File: config.mk
export PLATFORM = sky130hd
export DESIGN_NAME = ctrl_pipe
export DESIGN_NICKNAME = d
export VERILOG_FILES = /design/src/rtl/ctrl_pkg.sv /design/src/rtl/hazard_unit.sv /design/src/rtl/ctrl_pipe.sv
export SDC_FILE = /design/constraint.sdc
export NUM_CORES = 1
export LEC_CHECK = 0
export CORE_MARGIN = 8
export CORE_UTILIZATION = 38
export DETAILED_ROUTE_END_ITERATION = 16
export GPL_TIMING_DRIVEN = 0
export PLACE_DENSITY = 0.75
export SETUP_SLACK_MARGIN = 0.05
export SLEW_MARGIN = 25
export SYNTH_ARGS = -nofsm -noshare
export SYNTH_HDL_FRONTEND = slang
export SYNTH_SLANG_ARGS = --single-unit
File: constraint.sdc
create_clock -name clk -period 1.8 [get_ports clk]
set_input_delay 0.18 -clock clk [delete_from_list [all_inputs] [get_ports clk]]
set_output_delay 0.18 -clock clk [all_outputs]
set_load 0.01 [all_outputs]
File: src/rtl/ctrl_pkg.sv
// Shared control-word layout, opcode constants and destination-select helper.
// No logic state; constants and a pure function only.
// Imported by ctrl_pipe, hazard_unit and the bench.
package ctrl_pkg;

  localparam int CTRL_CW = 12;
  localparam int CTRL_RW = 5;

  // Control-word bit positions
  localparam int B_BRANCHNOT = 11;
  localparam int B_JUMP      = 10;
  localparam int B_REGWRITE  = 9;
  localparam int B_REGDST    = 8;
  localparam int B_ALUSRC    = 7;
  localparam int B_BRANCH    = 6;
  localparam int B_MEMWRITE  = 5;
  localparam int B_MEMTOREG  = 4;
  localparam int B_ALUOP_HI  = 3;
  localparam int B_ALUOP_LO  = 0;

  localparam logic [CTRL_CW-1:0] BUBBLE_CTRL = '0;

  // Decoder words for the common opcodes
  localparam logic [CTRL_CW-1:0] CTRL_R   = 12'h302;
  localparam logic [CTRL_CW-1:0] CTRL_LW  = 12'h290;
  localparam logic [CTRL_CW-1:0] CTRL_SW  = 12'h0A0;
  localparam logic [CTRL_CW-1:0] CTRL_BEQ = 12'h041;
  localparam logic [CTRL_CW-1:0] CTRL_BNE = 12'h841;

  // R-type writes rd, everything else writes rt
  function automatic logic [CTRL_RW-1:0] sel_wreg(input logic regdst,
                                                  input logic [CTRL_RW-1:0] rd,
                                                  input logic [CTRL_RW-1:0] rt);
    return regdst ? rd : rt;
  endfunction

endpackage

File: src/rtl/hazard_unit.sv
// Load-use stall and BEQ/BNE branch resolution for the instruction pair in ID/EX.
// Latency: purely combinational.
// Backpressure: stall asks upstream to hold PC and IF/ID; a taken branch overrides it.
module hazard_unit #(
  parameter int RW = 5
) (
  input  logic          i_ex_branch,
  input  logic          i_ex_branchnot,
  input  logic          i_ex_memtoreg,
  input  logic          i_ex_regwrite,
  input  logic [RW-1:0] i_ex_wreg,
  input  logic          i_ex_zero,
  input  logic          i_id_valid,
  input  logic          i_id_alusrc,
  input  logic          i_id_memwrite,
  input  logic          i_id_branch,
  input  logic [RW-1:0] i_id_rs,
  input  logic [RW-1:0] i_id_rt,
  output logic          o_stall,
  output logic          o_branch_taken
);

  logic w_branch_taken;
  logic w_rt_used;
  logic w_load_in_ex;
  logic w_dep;

  // BNE inverts the sense of the zero flag
  assign w_branch_taken = i_ex_branch & (i_ex_zero ^ i_ex_branchnot);

  // rt is a real source unless it is only the immediate-form destination
  assign w_rt_used = ~i_id_alusrc | i_id_memwrite | i_id_branch;

  // $0 is never a hazard: writes to it are discarded
  assign w_load_in_ex = i_ex_memtoreg & i_ex_regwrite & (i_ex_wreg != '0);
  assign w_dep        = (i_ex_wreg == i_id_rs) | (w_rt_used & (i_ex_wreg == i_id_rt));

  // A wrong-path ID instruction is flushed anyway, so never stall it
  assign o_stall        = i_id_valid & ~w_branch_taken & w_load_in_ex & w_dep;
  assign o_branch_taken = w_branch_taken;

endmodule

File: src/rtl/ctrl_pipe.sv
// Carries decoded control and destination register through ID/EX, EX/MEM, MEM/WB.
// Latency: ID->EX 1 cycle, ->MEM 2, ->WB 3.
// Backpressure: stall holds upstream only; EX->MEM->WB always advance.
module ctrl_pipe #(
  parameter int CW    = 12,
  parameter int RW    = 5,
  parameter int CNT_W = 16
) (
  input  logic             clk,
  input  logic             reset,
  input  logic             id_valid,
  input  logic [CW-1:0]    id_ctrl,
  input  logic [RW-1:0]    id_rs,
  input  logic [RW-1:0]    id_rt,
  input  logic [RW-1:0]    id_rd,
  input  logic             ex_zero,
  output logic [CW-1:0]    ex_ctrl,
  output logic [RW-1:0]    ex_wreg,
  output logic [CW-1:0]    mem_ctrl,
  output logic [RW-1:0]    mem_wreg,
  output logic             wb_regwrite,
  output logic             wb_memtoreg,
  output logic [RW-1:0]    wb_wreg,
  output logic             stall,
  output logic             branch_taken,
  output logic [CNT_W-1:0] bubble_count
);

  import ctrl_pkg::*;

  logic [CW-1:0]    r_ex_ctrl;
  logic [RW-1:0]    r_ex_wreg;
  logic [CW-1:0]    r_mem_ctrl;
  logic [RW-1:0]    r_mem_wreg;
  logic             r_wb_regwrite;
  logic             r_wb_memtoreg;
  logic [RW-1:0]    r_wb_wreg;
  logic [CNT_W-1:0] r_bubble_count;

  logic [RW-1:0]    w_id_wreg;
  logic             w_stall;
  logic             w_branch_taken;
  logic             w_kill;
  logic             w_bubble;

  assign w_id_wreg = sel_wreg(id_ctrl[B_REGDST], id_rd, id_rt);

  hazard_unit #(.RW(RW)) u_hazard (
    .i_ex_branch    (r_ex_ctrl[B_BRANCH]),
    .i_ex_branchnot (r_ex_ctrl[B_BRANCHNOT]),
    .i_ex_memtoreg  (r_ex_ctrl[B_MEMTOREG]),
    .i_ex_regwrite  (r_ex_ctrl[B_REGWRITE]),
    .i_ex_wreg      (r_ex_wreg),
    .i_ex_zero      (ex_zero),
    .i_id_valid     (id_valid),
    .i_id_alusrc    (id_ctrl[B_ALUSRC]),
    .i_id_memwrite  (id_ctrl[B_MEMWRITE]),
    .i_id_branch    (id_ctrl[B_BRANCH]),
    .i_id_rs        (id_rs),
    .i_id_rt        (id_rt),
    .o_stall        (w_stall),
    .o_branch_taken (w_branch_taken)
  );

  // Only stall/flush bubbles are counted; idle ID slots are not
  assign w_kill   = w_branch_taken | w_stall;
  assign w_bubble = w_kill | ~id_valid;

  // ID/EX capture: flush or stall or idle ID inserts a bubble
  always_ff @(posedge clk) begin
    if (reset) begin
      r_ex_ctrl <= BUBBLE_CTRL;
      r_ex_wreg <= '0;
    end else if (w_bubble) begin
      r_ex_ctrl <= BUBBLE_CTRL;
      r_ex_wreg <= '0;
    end else begin
      r_ex_ctrl <= id_ctrl;
      r_ex_wreg <= w_id_wreg;
    end
  end

  // EX/MEM and MEM/WB advance unconditionally every cycle
  always_ff @(posedge clk) begin
    if (reset) begin
      r_mem_ctrl    <= BUBBLE_CTRL;
      r_mem_wreg    <= '0;
      r_wb_regwrite <= 1'b0;
      r_wb_memtoreg <= 1'b0;
      r_wb_wreg     <= '0;
    end else begin
      r_mem_ctrl    <= r_ex_ctrl;
      r_mem_wreg    <= r_ex_wreg;
      r_wb_regwrite <= r_mem_ctrl[B_REGWRITE];
      r_wb_memtoreg <= r_mem_ctrl[B_MEMTOREG];
      r_wb_wreg     <= r_mem_wreg;
    end
  end

  // Saturating bubble counter for debug visibility
  always_ff @(posedge clk) begin
    if (reset) begin
      r_bubble_count <= '0;
    end else if (w_kill && (r_bubble_count != '1)) begin
      r_bubble_count <= r_bubble_count + CNT_W'(1);
    end
  end

  assign ex_ctrl      = r_ex_ctrl;
  assign ex_wreg      = r_ex_wreg;
  assign mem_ctrl     = r_mem_ctrl;
  assign mem_wreg     = r_mem_wreg;
  assign wb_regwrite  = r_wb_regwrite;
  assign wb_memtoreg  = r_wb_memtoreg;
  assign wb_wreg      = r_wb_wreg;
  assign stall        = w_stall;
  assign branch_taken = w_branch_taken;
  assign bubble_count = r_bubble_count;

endmodule

# --- After elaboration in Yosys (flattened, before gate mapping) ---
# Cells that the tools add are included.
# Widths: inputs -> output; s select.
totals:
  regBits: 57
  input_bits: 31
  elab_cells: 32
classes:
  addsub: 1
  eq_ne: 3
  mux: 1
  bitwise: 16
  reduce_logical: 3
op_table:
  columns: ["cell", "n"]
  rows:
  - ["$add 16x1->16 const B", 1]
  - ["$ne 16x16->1 const B", 1]
  - ["$eq 5x5->1", 2]
  - ["$and 1x1->1", 7]
  - ["$mux 5", 1]
  - ["$or 1x1->1", 5]
  - ["$reduce_bool 5->1", 1]
  - ["$not 1->1", 3]
  - ["$reduce_or 2->1", 1]
  - ["$logic_and 1x1->1", 1]
  - ["$xor 1x1->1", 1]

# --- Longest topological paths before layout ---
depth:
  word_depth: 9
  ltp_mapped: 8
  depth_no_buf: 6

# --- By module ---
# Synthesis repeated with hierarchy kept, for this count alone.
unflattened:
  cells_unflattened: 211
  hier_area_um2: 2123.3
by_module_without_submodules:
  columns: ["mod", "instances", "cells_per_inst", "area_per_inst_um2"]
  rows:
  - ["ctrl_pipe", 1, 189, 1960.6]
  - ["hazard_unit", 1, 22, 162.7]

# --- Worst setup path before layout ---
# Ideal clock, no wire load.
synth_path:
  kind: "register to register"
  start: "register r_ex_wreg[1] (netlist: ex_wreg[1])"
  end: "register r_bubble_count[11] (netlist: bubble_count[11])"
  setup_ns: 0.070
  t_arrival_ns: 1.874
  setup_slack_ns: -0.145
  stages_incl_launch_ff: 8
  n_path_buf: 1
  period_less_slack_ns: 1.945
  path_cell_list: "dfxtp_1 -> xor2_1 -> nor4_2 -> a22oi_1 -> o21a_1 -> buf_6 -> or4_1 -> a21oi_1"
synth_via:
  elab_chain_cells: 6
  elab_cells_between_ends: 10
  classes_between: "2 x eq/ne; 6 x bitwise; 2 x reduce/logical"
synth_lines:
  columns: ["element", "line_no", "rtl"]
  rows:
  - ["start, declared", "ctrl_pipe.sv:32", "logic [RW-1:0] r_ex_wreg;"]
  - ["start signal, assigned", "ctrl_pipe.sv:79", "r_ex_wreg <= w_id_wreg;"]
  - ["$eq 5x5->1 or $reduce_bool 5->1 (tied branches)", "hazard_unit.sv:36, hazard_unit.sv:35", null]
  - ["$and 1x1->1 (on tied branches)", "hazard_unit.sv:36, hazard_unit.sv:35", null]
  - ["$or 1x1->1 or $and 1x1->1 (tied branches)", "hazard_unit.sv:36, hazard_unit.sv:39", null]
  - ["$and 1x1->1 *", "hazard_unit.sv:39", "assign o_stall = i_id_valid & ~w_branch_taken & w_load_in_ex & w_dep;"]
  - ["$or 1x1->1 *", "ctrl_pipe.sv:66", "assign w_kill = w_branch_taken | w_stall;"]
  - ["$logic_and 1x1->1 *", "ctrl_pipe.sv:104", "end else if (w_kill && (r_bubble_count != '1)) begin"]
  - ["end signal, assigned", "ctrl_pipe.sv:105", "r_bubble_count <= r_bubble_count + CNT_W'(1);"]
  - ["end, declared", "ctrl_pipe.sv:38", "logic [CNT_W-1:0] r_bubble_count;"]
# Every way passes the cells marked *; elsewhere a longest branch is shown, timed or not.
# A chain may end at the register's enable or synchronous reset.

# --- Final worst setup path ---
layout_path:
  start: "register r_ex_wreg[3] (netlist: ex_wreg[3])"
  end: "register r_bubble_count[2] (netlist: bubble_count[2])"
# Same word-level chain as after synthesis.

==> reports/metrics.csv <==
stage,metric,value,unit
pwr,Logic pwr share,0.103,
pwr,Leakage Power,1.27,nW
worst_setup_path,CP Capture Type,flop,
sta,Final Max Slew Viols,0,
synth,syn avg cell area,9.92,um2
sta,Max-Slew Margin vs Limit,0.651,
clock_tree,CTS tree,done,
clock_tree,clock transition at the registers of the reported paths,0.07,ns
synth,Main synth FF type,dfxtp_1,
clock_tree,H-tree Lvls,3,
synth,Area contributors post-synth,"dfxtp_1 52%, nor2b_1 7.1%, xor2_1 4.4%",
routing,Routed wire per std cell,16.1,um
place,placement-stage cell area,3170,um2
floorplan,Core Box Area,5540,um2
pwr,switching part of the total power,0.249,
synth,Async SR Flop Fraction,0,
pwr,Pwr Density,748,nW/um2
routing,DRT Wirelength,6460,um
floorplan,Initial Util,0.396,
synth,cell taking the most area after synthesis,dfxtp_1,
sta,worst-margin pin slew,0.523,ns
finish,fin area,3460,um2
global_route,largest net degree at the start of global routing,11,
worst_setup_path,Critical path origin,ex_wreg[3],
routing,drt first-iter violations,107,
sta,Setup Skew,0.00786,ns
routing,DR vias,2050,
finish,ANT cells,0,
worst_setup_path,Worst EP required,2.07,ns
worst_setup_path,largest fanout on the critical path,5,
global_route,gr usage total,0.151,
synth,synthesized area,2190,um2
finish,"most common cell after layout, fill and taps aside",clkdlybuf4s50_1,
sta,period utilization,1.12,
sta,Final Critical Period,2.02,ns
clock_tree,Clock Tree Root,clkbuf_8,
routing,Routed Antenna Nets,0,
place,DP Cell Count,380,
routing,# DRC,0,
finish,Post-layout nets,356,
place,gpl congestion,0.762,
synth,post-synth top area share,0.521,
floorplan,chip height,92.0,um
worst_setup_path,Startpoint Class,flop,
place,pre-CTS setup slack,-0.505,ns
worst_setup_path,reg2reg start,ex_wreg[3],
synth,"EDFF count, synth",0,
floorplan,chip width,92.0,um
floorplan,Die ar.,8450,um2
global_route,GR Overflow Total,0,
routing,First-pass DRT Iterations,4,
place,hpwl dp,4750,um
finish,most frequent cells in the layout,"85 x clkdlybuf4s50_1, 51 x dfxtp_1, 25 x nor2b_1",
worst_hold_path,critical hold path startpoint,reset,
worst_hold_path,Min-Delay Path Class,in -> reg,
pwr,Sw Pwr,0.643,mW
clock_tree,Worst-Skew Late Latency,0.33,ns
place,# port buffers,87,
worst_setup_path,Critical Setup Path Class,reg -> reg,
sta,RSZ-0062 raised after global routing,yes,
sta,Final Hold Fails,0,
routing,Vias/cell,5.11,
finish,layout cells sized above 1,0.164,
global_route,initial antenna violation count,0,
run,Max Cap Violations,0,
pwr,clock network fraction of total power,0.390,
sta,PnR worst setup slack,-0.218,ns
synth,Yosys warnings,0,
pwr,worst vdd ir,521,uV
synth,post-synth net total,253,
finish,Area growth syn-to-layout,57.9,%
sta,# setup viols final,27,
synth,"Distinct cells, synth",37,
status,failing checks,setup timing,
synth,flop and latch count out of synthesis,57,
floorplan,row count,27,
status,status,finished with violations,
clock_tree,CTS Buf Count,9,
clock_tree,Clock Sinks,57,
pwr,Flop pwr share,0.507,
sta,Highest Clock Rate,496,MHz
pwr,P_int,1.94,mW
worst_setup_path,CP arrival,2.29,ns
synth,Syn Inst Count,221,
floorplan,Ports,90,
clock_tree,CTS Hold Bufs,0,
global_route,vias in the first global route,2034,
finish,"non-filler cells, final",401,
synth,sequential element share of the synthesized area,0.521,
global_route,first-pass GRT wire length,10100,um
clock_tree,clk buf depth,2,
[power by group through the flow]
| stage | logic [mW] | clock network, mW | registers, mW |
|---|---|---|---|
| 2_1_floorplan | 0.0879 | 0 | 1.35 |
| 3_3_place_gp | 0.249 | 0 | 1.34 |
| 3_5_place_dp | 0.252 | 0 | 1.34 |
| 4_1_cts | 0.260 | 1.03 | 1.31 |
| 5_1_grt | 0.286 | 1.09 | 1.32 |
| 6_report | 0.265 | 1.01 | 1.31 |
[final cells by class]
| cell class | instances | area (um2) |
|---|---|---|
| clock buffer | 11 | 131 |
| clock inverter | 5 | 32.5 |
| sequential | 57 | 1150 |
| buffer | 16 | 113 |
| tap | 72 | 90.1 |
| multi-input combinational | 144 | 1030 |
| fill | 479 | 2080 |
| timing repair buffer | 92 | 900 |
| inverter | 4 | 15.0 |
[Yosys cell counts, types with 4 or more instances]
cell type and n:
or4_1 10, a21oi_1 13, o31ai_1 10, and2_1 12
xor2_1 11, buf_4 5, nand2_1 10, dfxtp_1 57
nor2b_1 25, nand3_1 7, mux2i_1 5, nor4_1 7
nor3_1 6, clkbuf_1 6, inv_1 4
[per-stage QoR]
step                      utilization  setup TNS, ns  hold WS (ns)  power (mW)
after CTS                       0.612          -3.92         0.243        2.60
after floorplan                     -        -0.0781         0.302        1.44
after detailed placement        0.573         -12.27         0.449        1.59
final                           0.625          -3.78         0.251        2.59
after global routing            0.625          -6.20         0.282        2.69
after global placement          0.573         -11.01         0.440        1.59
[repair_timing]
item,in CTS,in global routing
cloned,0,1
pin swaps,5,11
resized for setup,12,18
setup endpoints to repair,28,30
buffers inserted,3,1
[worst paths after layout]
check | to | slack, ns | cells after the start
setup / recovery | bubble_count[2] | -0.22 | 7
setup reg to reg | bubble_count[2] | -0.22 | 7
hold reg to reg | wb_regwrite | 0.46 | 1
hold / removal | mem_wreg[1] | 0.25 | 2
[state kept, by name (all words and copies together) (netlist names)]
register,count
ex_ctrl,12
wb_wreg,5
wb_memtoreg,1
mem_wreg,5
wb_regwrite,1
ex_wreg,5
bubble_count,16
mem_ctrl,12
[cells by family after synthesis]
group | after synthesis | synth area share
buf+inv | 20 | 0.0479
flops | 57 | 0.521
mux | 5 | 0.0228
xor+xnor | 11 | 0.0439
fa+ha+maj | 1 | 0.00571
simple gates | 93 | 0.257
compound gates | 34 | 0.102
[worst max-delay path, cell delays in order (launching register included)]
cell and delay [ns]:
dfxtp_4 0.37, xor2_2 0.15, nor4_2 0.30, a22oi_2 0.15
o21a_4 0.24, buf_6 0.13, or4_4 0.47, a21oi_2 0.13
[layer usage]
layer  share of wire  wire (um)  GRT usage  vias up
met5               0          0          0        -
met1            0.41       2680      0.166      978
met2            0.50       3240      0.256       73
met3           0.057        371     0.0399       14
li1                -          -          -      985
met4           0.026        170     0.0886        0
(Power assumes the default switching activity.)
